## src/rtl/sap_alu.sv

```systemverilog
`default_nettype none
// ============================================================================
// Module   : sap_alu
// Purpose  : Registered 16-bit arithmetic/logic unit for the SAP datapath.
//            The unit computes a 17-bit result from two 16-bit operands and a
//            4-bit opcode. res[16] carries the carry, borrow or shift-out bit.
//            The result and two flags are captured on the rising clock edge:
//            one cycle of latency and one operation per cycle.
//
// Ports    : clk   in   1   rising-edge clock
//            rst   in   1   synchronous active-high reset
//            a     in  16   operand A
//            b     in  16   operand B (single-operand ops ignore it)
//            op    in   4   opcode
//            res   out 17   registered result, res[16] = carry/borrow/shift-out
//            flag  out  2   registered flags, [1] = carry (res[16]),
//                           [0] = zero (res[15:0] == 0)
//
// Config   : ALU_EXT_OPS_EN  when defined, opcodes 8-15 (INC, DEC, PASSA,
//                            PASSB, ASR, NAND, NOR, XNOR) are implemented.
//                            When undefined, those opcodes produce a zero
//                            result, so the flags read 2'b01.
//
// Revision : 1.0  initial release
// ============================================================================
module sap_alu (
    input  logic        clk,
    input  logic        rst,
    input  logic [15:0] a,
    input  logic [15:0] b,
    input  logic [3:0]  op,
    output logic [16:0] res,
    output logic [1:0]  flag
);

    // ------------------------------------------------------------------------
    // Opcode map
    // ------------------------------------------------------------------------
    localparam logic [3:0] c_OP_ADD   = 4'd0;
    localparam logic [3:0] c_OP_SUB   = 4'd1;
    localparam logic [3:0] c_OP_AND   = 4'd2;
    localparam logic [3:0] c_OP_OR    = 4'd3;
    localparam logic [3:0] c_OP_XOR   = 4'd4;
    localparam logic [3:0] c_OP_NOT   = 4'd5;
    localparam logic [3:0] c_OP_SHL   = 4'd6;
    localparam logic [3:0] c_OP_SHR   = 4'd7;
`ifdef ALU_EXT_OPS_EN
    localparam logic [3:0] c_OP_INC   = 4'd8;
    localparam logic [3:0] c_OP_DEC   = 4'd9;
    localparam logic [3:0] c_OP_PASSA = 4'd10;
    localparam logic [3:0] c_OP_PASSB = 4'd11;
    localparam logic [3:0] c_OP_ASR   = 4'd12;
    localparam logic [3:0] c_OP_NAND  = 4'd13;
    localparam logic [3:0] c_OP_NOR   = 4'd14;
    localparam logic [3:0] c_OP_XNOR  = 4'd15;
`endif

    // ------------------------------------------------------------------------
    // Zero-extended operands. All arithmetic is done at 17 bits. For
    // subtraction and decrement, the wrap-around into bit 16 is exactly the
    // unsigned borrow.
    // ------------------------------------------------------------------------
    logic [16:0] w_a_ext;
    logic [16:0] w_b_ext;

    assign w_a_ext = {1'b0, a};
    assign w_b_ext = {1'b0, b};

    // ------------------------------------------------------------------------
    // Result selection
    // ------------------------------------------------------------------------
    logic [16:0] w_res;

    always_comb begin
        w_res = 17'h0_0000;
        case (op)
            c_OP_ADD:   w_res = w_a_ext + w_b_ext;
            c_OP_SUB:   w_res = w_a_ext - w_b_ext;
            c_OP_AND:   w_res = {1'b0, a & b};
            c_OP_OR:    w_res = {1'b0, a | b};
            c_OP_XOR:   w_res = {1'b0, a ^ b};
            c_OP_NOT:   w_res = {1'b0, ~a};
            c_OP_SHL:   w_res = {a, 1'b0};
            c_OP_SHR:   w_res = {a[0], 1'b0, a[15:1]};
`ifdef ALU_EXT_OPS_EN
            c_OP_INC:   w_res = w_a_ext + 17'd1;
            c_OP_DEC:   w_res = w_a_ext - 17'd1;
            c_OP_PASSA: w_res = w_a_ext;
            c_OP_PASSB: w_res = w_b_ext;
            c_OP_ASR:   w_res = {a[0], a[15], a[15:1]};
            c_OP_NAND:  w_res = {1'b0, ~(a & b)};
            c_OP_NOR:   w_res = {1'b0, ~(a | b)};
            c_OP_XNOR:  w_res = {1'b0, ~(a ^ b)};
`endif
            // The upper half of the opcode space is unimplemented in the base
            // build and yields a zero result.
            default:    w_res = 17'h0_0000;
        endcase
    end

    // ------------------------------------------------------------------------
    // Flags are derived only from the result of this cycle. The flags are not
    // sticky, and there is no carry-in.
    // ------------------------------------------------------------------------
    logic [1:0] w_flag;

    assign w_flag = {w_res[16], (w_res[15:0] == 16'h0000)};

    // ------------------------------------------------------------------------
    // Output register stage. During reset the zero flag is forced low even
    // though the result is zero.
    // ------------------------------------------------------------------------
    logic [16:0] r_res;
    logic [1:0]  r_flag;

    always_ff @(posedge clk) begin
        if (rst) begin
            r_res  <= 17'h0_0000;
            r_flag <= 2'b00;
        end else begin
            r_res  <= w_res;
            r_flag <= w_flag;
        end
    end

    assign res  = r_res;
    assign flag = r_flag;

endmodule
`default_nettype wire

```

## config.mk

```make
export PLATFORM = sky130hd
export DESIGN_NAME = sap_alu
export DESIGN_NICKNAME = d
export VERILOG_FILES = /design/src/rtl/sap_alu.sv
export SDC_FILE = /design/constraint.sdc
export NUM_CORES = 1
export LEC_CHECK = 0
export ABC_AREA = 1
export CORE_MARGIN = 4
export CORE_UTILIZATION = 35
export CTS_CLUSTER_DIAMETER = 80
export DETAILED_ROUTE_END_ITERATION = 12
export HOLD_SLACK_MARGIN = 0.12
export PLACE_DENSITY = 0.67
export SYNTH_ARGS = -nofsm -noshare
export SYNTH_HDL_FRONTEND = slang
export SYNTH_SLANG_ARGS = --single-unit
export TNS_END_PERCENT = 50
```

## constraint.sdc

```tcl
create_clock -name clk -period 4.9 [get_ports clk]
set_clock_uncertainty 0.15 [all_clocks]
set_input_delay 0.98 -clock clk [delete_from_list [all_inputs] [get_ports clk]]
set_output_delay 0.98 -clock clk [all_outputs]
set_load 0.01 [all_outputs]
```

==> impl_metrics.csv <==
group,metric,value,unit
placed_design,io_buffers,56,
timing,setup_violations,0,
timing,rsz0062_at_grt,"false",
detailed_routing,wl_per_cell,13.2,microns
timing,finalSetupTns,0,ns
cts,root_buffer,"clkbuf_8",
synthesis,netlist_area,0.00331,sq mm
detailed_routing,vias_per_cell,4.91,
pwr,leakagePower,2.13,nW
worst_hold_path,hp-class,"in2reg",
placed_design,dpl_worst_slack,0.716,ns
cts,cts_tree,"built",
synthesis,yosys_warnings,0,
worst_setup_path,critPathRequiredTime,4.94,ns
worst_setup_path,criticalPathCategory,"in2reg",
job,drv_cap,0,
synthesis,synthFlopType,"dfxtp_1",
floorplan,die_h,105,microns
detailed_routing,drc,0,
global_route,grt_pass1_wl,16100,microns
timing,worst_pin_slew,0.891,ns
timing,fin_crit_sh,0.809,
final_layout,layout.cells.non_filler,737,
final_layout,fillers,1008,
status,outcome,"finished clean",
final_layout,drive_gt1_frac,0.0543,
synthesis,synth_area_per_cell,5.93,sq um
synthesis,synth_seq_cells,18,
cts,post_cts_resized,0,
synthesis,synth.distinct_cells,35,
global_route,track_usage,0.175,
final_layout,n_antenna_cell,0,
synthesis,seq_area_frac_synth,0.109,
placed_design,placed_cell_area,0.00396,sq mm
global_route,grt_max_degree,20,
worst_setup_path,setup.worst_path.start,"b[0]",
placed_design,dp_cells,734,
synthesis,netlist_instances,559,
cts,cts_num_sinks,18,
floorplan,die_x,105,microns
cts,cts_max_level,1,
worst_setup_path,crit_arrival,4.01,ns
timing,setup_slack,0.937,ns
pwr,p_per_area,151,mW/mm^2
floorplan,initial_core_util,0.359,
pwr,ir_drop,0.0000600,V
cts,clock_path_buffers,2,
floorplan,rows,35,
timing,min_period,3.96,ns
cts,cts_hold_buf,0,
cts,postCtsSetupRepairBufs,0,
global_route,grt_pass1_vias,3417,
detailed_routing,postRouteAntennaNets,0,
timing,maxSlewHeadroom,0.404,
detailed_routing,vias,3621,
worst_setup_path,crit_path_end_kind,"flip-flop",
synthesis,synth_edf_count,0,
worst_setup_path,cp-endpoint,"flag[0]",
detailed_routing,first_pass_iters,4,
placed_design,gp_congestion,0.930,
timing,finalHoldViolations,0,
global_route,antenna_found_initial,0,
detailed_routing,drtIter0Drc,201,
placed_design,dp_hpwl,8200,microns
timing,drv_slew,0,
cts,numCtsBuffers,3,
final_layout,area_delta_synth_final,20.6,%
cts,clk_pin_slew_worst_paths,0.06,ns
detailed_routing,drt-total-wl,9700,microns
worst_setup_path,critical_path.max_fanout,5,
floorplan,core_area,0.00924,sq mm
worst_setup_path,worst_setup_path_start_kind,"primary input",
global_route,grt_overflow,0,
synthesis,synthesis.nets,647,
floorplan,die-area,0.0111,sq mm
timing,fmax,0.252,GHz
synthesis,async_flop_share,0,
final_layout,final_cell_area,0.00400,sq mm
floorplan,io_pins,57,
final_layout,nets,698,
## Yosys cell counts (6+ instances only)
cell / instances / area share
o21ai_1: 6 / 0.0091
nand3_1: 60 / 0.091
nor2_1: 63 / 0.071
o221ai_1: 6 / 0.016
o211ai_1: 6 / 0.014
inv_2: 6 / 0.0068
a21oi_1: 27 / 0.041
nand2_1: 136 / 0.15
inv_1: 100 / 0.11
nor3_2: 6 / 0.018
xor2_1: 14 / 0.037
nor3_1: 6 / 0.0091
dfxtp_1: 18 / 0.11
o21ai_0: 10 / 0.015
ha_1: 49 / 0.19
nand3b_1: 6 / 0.014
## per-stage QoR
| stage | total power [mW] | util | hold WS [ns] |
|---|---|---|---|
| 2_1_floorplan | 0.388 | - | 1.06 |
| 3_3_place_gp | 0.502 | 0.428 | 1.57 |
| 3_5_place_dp | 0.506 | 0.428 | 1.57 |
| 4_1_cts | 0.608 | 0.432 | 1.48 |
| 5_1_grt | 0.662 | 0.432 | 1.55 |
| 6_report | 0.605 | 0.432 | 1.51 |
## flip-flops by register name, summed over array words and instances (netlist names)
signal / count
flag: 1
res: 17
## worst max-delay path, stage by stage
cell and delay (ns):
clkdlybuf4s50_1 0.49, inv_1 0.13, ha_1 0.18, nand3_1 0.13
nor3_1 0.19, nand2_1 0.10, nor3_2 0.14, nor2_1 0.07
xor2_1 0.14, inv_1 0.06, ha_1 0.38, nand2_1 0.13
nor2_1 0.19, nand3_1 0.13, nand3_1 0.09, nand2_1 0.05
nand3_1 0.11, nand2_1 0.07, nor2_1 0.11, nand3_1 0.07
nor2_1 0.07
## logic make-up after synthesis
kind of cell    after synthesis  synth area share
simple gates                296             0.399
buf+inv                     118             0.149
compound gates               63             0.116
fa+ha+maj                    50             0.191
flops                        18             0.109
xor+xnor                     14            0.0370
## layout make-up
type,count,area (sq um),area share
clock buffer,3,41.3,0.0103
multi-input combinational,423,2460,0.616
inverter,106,398,0.0996
tap,129,161,0.0404
timing repair buffer,58,576,0.144
sequential,18,360,0.0902
## layout by cell type (no fill, tap or decap), types with 10 or more instances in the layout
cell and n:
nand2_1 136, inv_1 100, nor2_1 63, nand3_1 60
clkdlybuf4s50_1 56, ha_1 49, a21oi_1 27, dfxtp_1 18
xor2_1 14, o21ai_0 10
## report_power, final
part	internal, mW	total, mW	switching, mW
Combinational	0.138	0.347	0.210
Clock	0.0545	0.0986	0.0442
Sequential	0.157	0.159	0.00229
Total	0.349	0.605	0.256
## worst min-delay path by stage
stage                          to  slack, ns    start  cells after the start
after floorplan            res[0]       1.06     a[1]                      4
after global placement    res[11]       1.57  res[11]                      1
after detailed placement   res[5]       1.57   res[5]                      1
after CTS                  res[0]       1.48     a[1]                      5
after global routing       res[7]       1.55    op[2]                      6
final                      res[0]       1.51     a[1]                      5
## metal layers
layer / GRT usage / vias to the layer above / part of all wire
met4: 0.0422 / 0 / 0.014
met1: 0.249 / 1633 / 0.49
li1: - / 1876 / -
met3: 0.00980 / 13 / 0.046
met5: 0 / - / 0
met2: 0.288 / 99 / 0.45
Power figures use the tool's default switching activity.
